--- src/rtl/graycode_pkg.sv ---
// Shared constants and pure Gray-code helpers for the graycode counter slice.
// The helpers work on zero-extended 32-bit values, so one function serves
// any width from 1 to 32: callers widen the input and keep the low bits.
package graycode_pkg;

  localparam int DEFAULT_WIDTH = 4;
  localparam int MAX_WIDTH     = 32;

  // Binary to reflected Gray code.
  function automatic logic [MAX_WIDTH-1:0] bin2gray(input logic [MAX_WIDTH-1:0] b);
    return b ^ (b >> 1);
  endfunction

  // Gray back to binary. Each bit is the XOR of itself with all higher bits.
  // Zero bits above the caller's width leave the result unchanged.
  function automatic logic [MAX_WIDTH-1:0] gray2bin(input logic [MAX_WIDTH-1:0] g);
    logic [MAX_WIDTH-1:0] b;
    b[MAX_WIDTH-1] = g[MAX_WIDTH-1];
    for (int i = MAX_WIDTH - 2; i >= 0; i--) begin
      b[i] = b[i+1] ^ g[i];
    end
    return b;
  endfunction

endpackage

--- src/rtl/graycode_bin2gray.sv ---
// Combinational binary-to-Gray converter, WIDTH bits in and out.
module graycode_bin2gray
  import graycode_pkg::*;
#(
  parameter int WIDTH = DEFAULT_WIDTH
) (
  input  logic [WIDTH-1:0] bin,
  output logic [WIDTH-1:0] gray
);

  logic [MAX_WIDTH-1:0] bin_ext;
  logic [MAX_WIDTH-1:0] gray_ext;

  // Widen, convert through the shared helper, keep the low WIDTH bits.
  always_comb begin
    bin_ext  = '0;
    bin_ext[WIDTH-1:0] = bin;
    gray_ext = bin2gray(bin_ext);
    gray     = gray_ext[WIDTH-1:0];
  end

endmodule

--- src/rtl/top_graycode.sv ---
// Free-running Gray-code counter with binary mirror and a one-cycle rollover
// pulse. resetn is synchronous and active HIGH despite its name.
// out is loaded from the Gray value of the *next* count so it is a pure
// register output, never decoded from bin_out.
module top_graycode
  import graycode_pkg::*;
#(
  parameter int DATA_WIDTH = DEFAULT_WIDTH
) (
  input  logic                  clk,
  input  logic                  resetn,
  output logic [DATA_WIDTH-1:0] out,
  output logic [DATA_WIDTH-1:0] bin_out,
  output logic                  wrap
);

  logic [DATA_WIDTH-1:0] count_q;
  logic [DATA_WIDTH-1:0] count_next;
  logic [DATA_WIDTH-1:0] gray_next;
  logic                  wrap_next;

  // Next count wraps naturally modulo 2^DATA_WIDTH; rollover when it hits 0.
  always_comb begin
    count_next = count_q + 1'b1;
    wrap_next  = (count_next == '0);
  end

  graycode_bin2gray #(
    .WIDTH(DATA_WIDTH)
  ) u_bin2gray (
    .bin  (count_next),
    .gray (gray_next)
  );

  // All state: counter, Gray output register and rollover pulse.
  always_ff @(posedge clk) begin
    if (resetn) begin
      count_q <= '0;
      out     <= '0;
      wrap    <= 1'b0;
    end else begin
      count_q <= count_next;
      out     <= gray_next;
      wrap    <= wrap_next;
    end
  end

  assign bin_out = count_q;

endmodule

--- config.mk ---
export PLATFORM = sky130hd
export DESIGN_NAME = top_graycode
export DESIGN_NICKNAME = d
export VERILOG_FILES = /design/src/rtl/graycode_pkg.sv /design/src/rtl/graycode_bin2gray.sv /design/src/rtl/top_graycode.sv
export SDC_FILE = /design/constraint.sdc
export NUM_CORES = 1
export LEC_CHECK = 0
export BUFFER_PORTS_ARGS = -buffer_cell sky130_fd_sc_hd__buf_2
export CAP_MARGIN = 20
export CORE_AREA = 4 4 41 43
export DETAILED_ROUTE_END_ITERATION = 7
export DIE_AREA = 0 0 45 47
export GPL_TIMING_DRIVEN = 0
export PLACE_DENSITY = 0.44
export SYNTH_ARGS = -nofsm -noshare
export SYNTH_HDL_FRONTEND = slang
export SYNTH_SLANG_ARGS = --single-unit
export TNS_END_PERCENT = 50
--- constraint.sdc ---
create_clock -name clk -period 1.3 [get_ports clk]
set_input_delay 0.39 -clock clk [delete_from_list [all_inputs] [get_ports clk]]
set_output_delay 0.39 -clock clk [all_outputs]
set_load 0.02 [all_outputs]
# Yosys cells after proc, flatten, opt, wreduce, memory -nomap -nowiden
# Cells that the tools add are included.
# word_totals
word_cells	6
ff_bits	9
output_inout_bits	9
input_bits	2
# op_classes
n_bitwise	1
reduce_logical	1
n_addsub	1
# ops
cell	count
$add A4 B1 Y4 const B	1
$logic_not A4 Y1	1
$xor A4 B3 Y4	1

# Depth between registers and ports, before layout
# depth
depth_word	2
ltp_mapped	5
mapped_depth_nobuf	5

# Modules after synthesis
# Synthesis repeated with hierarchy kept, for this count alone.
# unflattened
cells_unflattened	33
hier_area_um2	354.1
# modules_own_cells
mod	area_per_inst_um2	cells_per_inst	seq_area_each_um2	instances
top_graycode	320.3	29	180.2	1
graycode_bin2gray	33.8	4	0.0	1

# Worst setup path after synthesis
# No wires, ideal clock.
# synth_path
kind	register to register
startpoint	reg count_q[0] (netlist: bin_out[0])
endpoint	reg out[2]
t_required_ns	1.183
path_buffers	0
synth_period_minus_slack_ns	1.376
t_arrival_ns	1.259
setup_time_ns	0.117
setup_slack_ns	-0.076
path_stages_with_launch	5
path_cell_list	dfxtp_1 ha_1 xnor2_2 ha_1 nor2b_1
# synth_between
elab_chain_cells	2
# synth_rtl
item	line	source
start: declaration	top_graycode.sv:17	logic [DATA_WIDTH-1:0] count_q;
start signal: assignment	top_graycode.sv:42	count_q <= count_next;
$add A4 B1 Y4	top_graycode.sv:24	count_next = count_q + 1'b1;
$xor A4 B3 Y4	graycode_pkg.sv:11	return b ^ (b >> 1);
named net gray_next[2]	top_graycode.sv:19	logic [DATA_WIDTH-1:0] gray_next;
end signal: assignment	top_graycode.sv:43	out <= gray_next;
end: declaration	top_graycode.sv:12	output logic [DATA_WIDTH-1:0] out,
# The timed path passes the listed nets, and every way through them passes these cells.
# A chain may end at the register's enable or synchronous reset.

# Worst setup path after layout
# layout_path
startpoint	reg out[3]
endpoint	out out[3]
# No word-level cell between the ends.

==> results.ini <==
[place]
port_buffers=9
pre_cts_slack_ps=-20.1
place.gp.congestion=0.706
place_inst=52
dpl_cell_area_um2=374

[synthesis]
synth_top_area_cell=dfxtp_1
syn_area_um2=308
netlist_instances=28
synth.yosys.seq_area_share_pct=52.0
avgSynthCellArea_um2=11.0
synth.top_cell.area_share_pct=52.0
yosys_register_bits=8
syn-num-nets=32
ys_warn_count=0
ys_types=12
ys_top_cells_by_area=dfxtp_1 52%, ha_1 8.1%, nor2_1 7.3%, nor2b_1 6.1%, xor2_1 5.7%

[clocking]
clock_sinks=8
clkTransAtPathRegs_ps=60
cts_made_buffers=3
clock_path_buffers=2
htreeDepth=1
cts_tree=built
root_buffer=clkbuf_4
clk_latency_ps=250

[worst_setup_path]
crit_type=flop to output port
cp.required_ps=910
crit_fanout=5
cp-end-kind=output port
cp-start-kind=flop
cp.arrival_ps=870

[job]
cap_violations=0

[cells_and_area]
design_area_um2=418
instances_no_fill=56
drive_gt1_share_pct=53.7
utilization_pct=32.1
syn_to_final_growth_pct=35.8
regArea_um2=164
layout.nets=47
antenna_cells=0
multiInputGateArea_um2=148
n_fill_cell=146

[sta]
hold_viol=0
maxSlewHeadroom_pct=85.6
finalCritPeriodShare_pct=97.0
fin_ws_ps=39.0
period_needed_ps=1260
setup_violations=0
worst_slew_pin_slew_ps=215
fmax_mhz=793
fin_skew_ps=6.45
slew_violations=0

[pwr]
p_int_uw=425
switching_share_pct=26.9
pwr-share-seq_pct=48.4
power_uw=581
p_clk_share_pct=32.6
max-vdd-ir-drop_uv=474
p_leak_uw=0.000202
power_density_nw_per_um2=1390
pwr-share-comb_pct=19.0
switchingPower_uw=156

[die]
row_count=13
die_x_um=45
start_util_pct=23.7
ios=11
fp.dieH_um=47
dieArea_um2=2120
coreArea_um2=1300

[run_status]
status=complete, no violations

[routing]
wl_um=584
drtPass1Iterations=3
drt_iter0_markers=4
postRouteAntennaNets=0
post_drt_via_cell_ratio=3.98
wl_per_cell_um=10.4
drc=0
vias=223

[global_routing]
grt_pass1_vias=218
antenna_found_initial=0
grt_start_max_net_pins=10
track_usage_pct=5.96
grt_pass1_wl_um=848
grt_overflow=0

[hold_path]
holdCritPathClass=input pin to flop

==> metal layers <==
metal | global-route usage (%) | vias to the layer above | share of wire, %
li1 | - | 115 | -
met1 | 5.77 | 99 | 36
met2 | 9.04 | 7 | 53
met3 | 3.45 | 2 | 9.2
met4 | 5.26 | 0 | 1.5
met5 | 0 | - | 0
==> state kept, by name, summed over array words and instances (netlist names) <==
signal	flops
bin_out	3
out	4
wrap	1
==> synth_stat cells <==
cell type / count
buf_2: 1
buf_4: 1
dfxtp_1: 8
ha_1: 2
mux2_2: 1
mux2_4: 1
nand2_1: 1
nand3_1: 1
nor2_1: 6
nor2b_1: 3
xnor2_2: 1
xor2_1: 2
==> power by group through the flow <==
stage	clock network, uW	logic, uW	registers [uW]
global placement	0	99.1	282
floorplan	0	46.1	310
global route	213	121	284
detailed placement	0	100	283
finish	189	110	281
CTS	197	99.9	278
==> per-stage QoR <==
stage / setup TNS, ps / hold WS, ps
5_1_grt: -9.02 / 425
2_1_floorplan: 0 / 485
3_5_place_dp: -20.1 / 456
4_1_cts: 0 / 408
3_3_place_gp: -11.9 / 443
6_report: 0 / 412
==> critical path: stages, from the launching register on <==
cell     delay, ps
dfxtp_2        360
buf_4          110
buf_2          150
==> logic make-up (layout without fill, tap and decap cells) <==
logic type                 count (synthesis)  count (layout)  synth area share, %
and+or+nand+nor                           11              11                 16.3
DFF                                        8               8                 52.0
xor gates and xnor gates                   3               3                 11.0
adders and majority gates                  2               2                 8.13
muxes                                      2               2                 8.53
buffers and inverters                      2              15                 4.06
==> cells in the final DEF, fill, tap and decap left out <==
| cell | Yosys | routed |
|---|---|---|
| buf_2 | 1 | 10 |
| buf_4 | 1 | 2 |
| clkbuf_4 | 0 | 3 |
| dfxtp_1 | 8 | 5 |
| dfxtp_2 | 0 | 3 |
| ha_1 | 2 | 1 |
| ha_4 | 0 | 1 |
| mux2_2 | 1 | 1 |
| mux2_4 | 1 | 1 |
| nand2_1 | 1 | 1 |
| nand3_1 | 1 | 1 |
| nor2_1 | 6 | 6 |
| nor2b_1 | 3 | 3 |
| xnor2_2 | 1 | 1 |
| xor2_1 | 2 | 2 |
==> repair_timing <==
action,4_1_cts,5_1_grt
buffers inserted,0,1
setup endpoints to repair,2,1
hold buffers,0,0
pin swaps,1,2
gates resized for setup,1,2
==> worst paths after layout <==
| check | startpoint | to | slack (ps) | cells after the start |
|---|---|---|---|---|
| worst max-delay path | out[3]$_SDFF_PP0_ | out[3] | 40 | 2 |
| worst min-delay path | resetn | bin_out[0]$_SDFF_PP0_ | 410 | 2 |
| worst max register to register | bin_out[0]$_SDFF_PP0_ | out[2]$_SDFF_PP0_ | 50 | 4 |
| worst min register to register | bin_out[0]$_SDFF_PP0_ | bin_out[0]$_SDFF_PP0_ | 490 | 1 |
==> area by class of cell <==
cell class,instances,area share (%)
clock buffers,3,5.39
well taps,15,4.49
repair buffers,10,12.6
plain buffers,2,2.99
flip-flops and latches,8,39.2
multi-input cells,18,35.3
(Power assumes the default switching activity.)
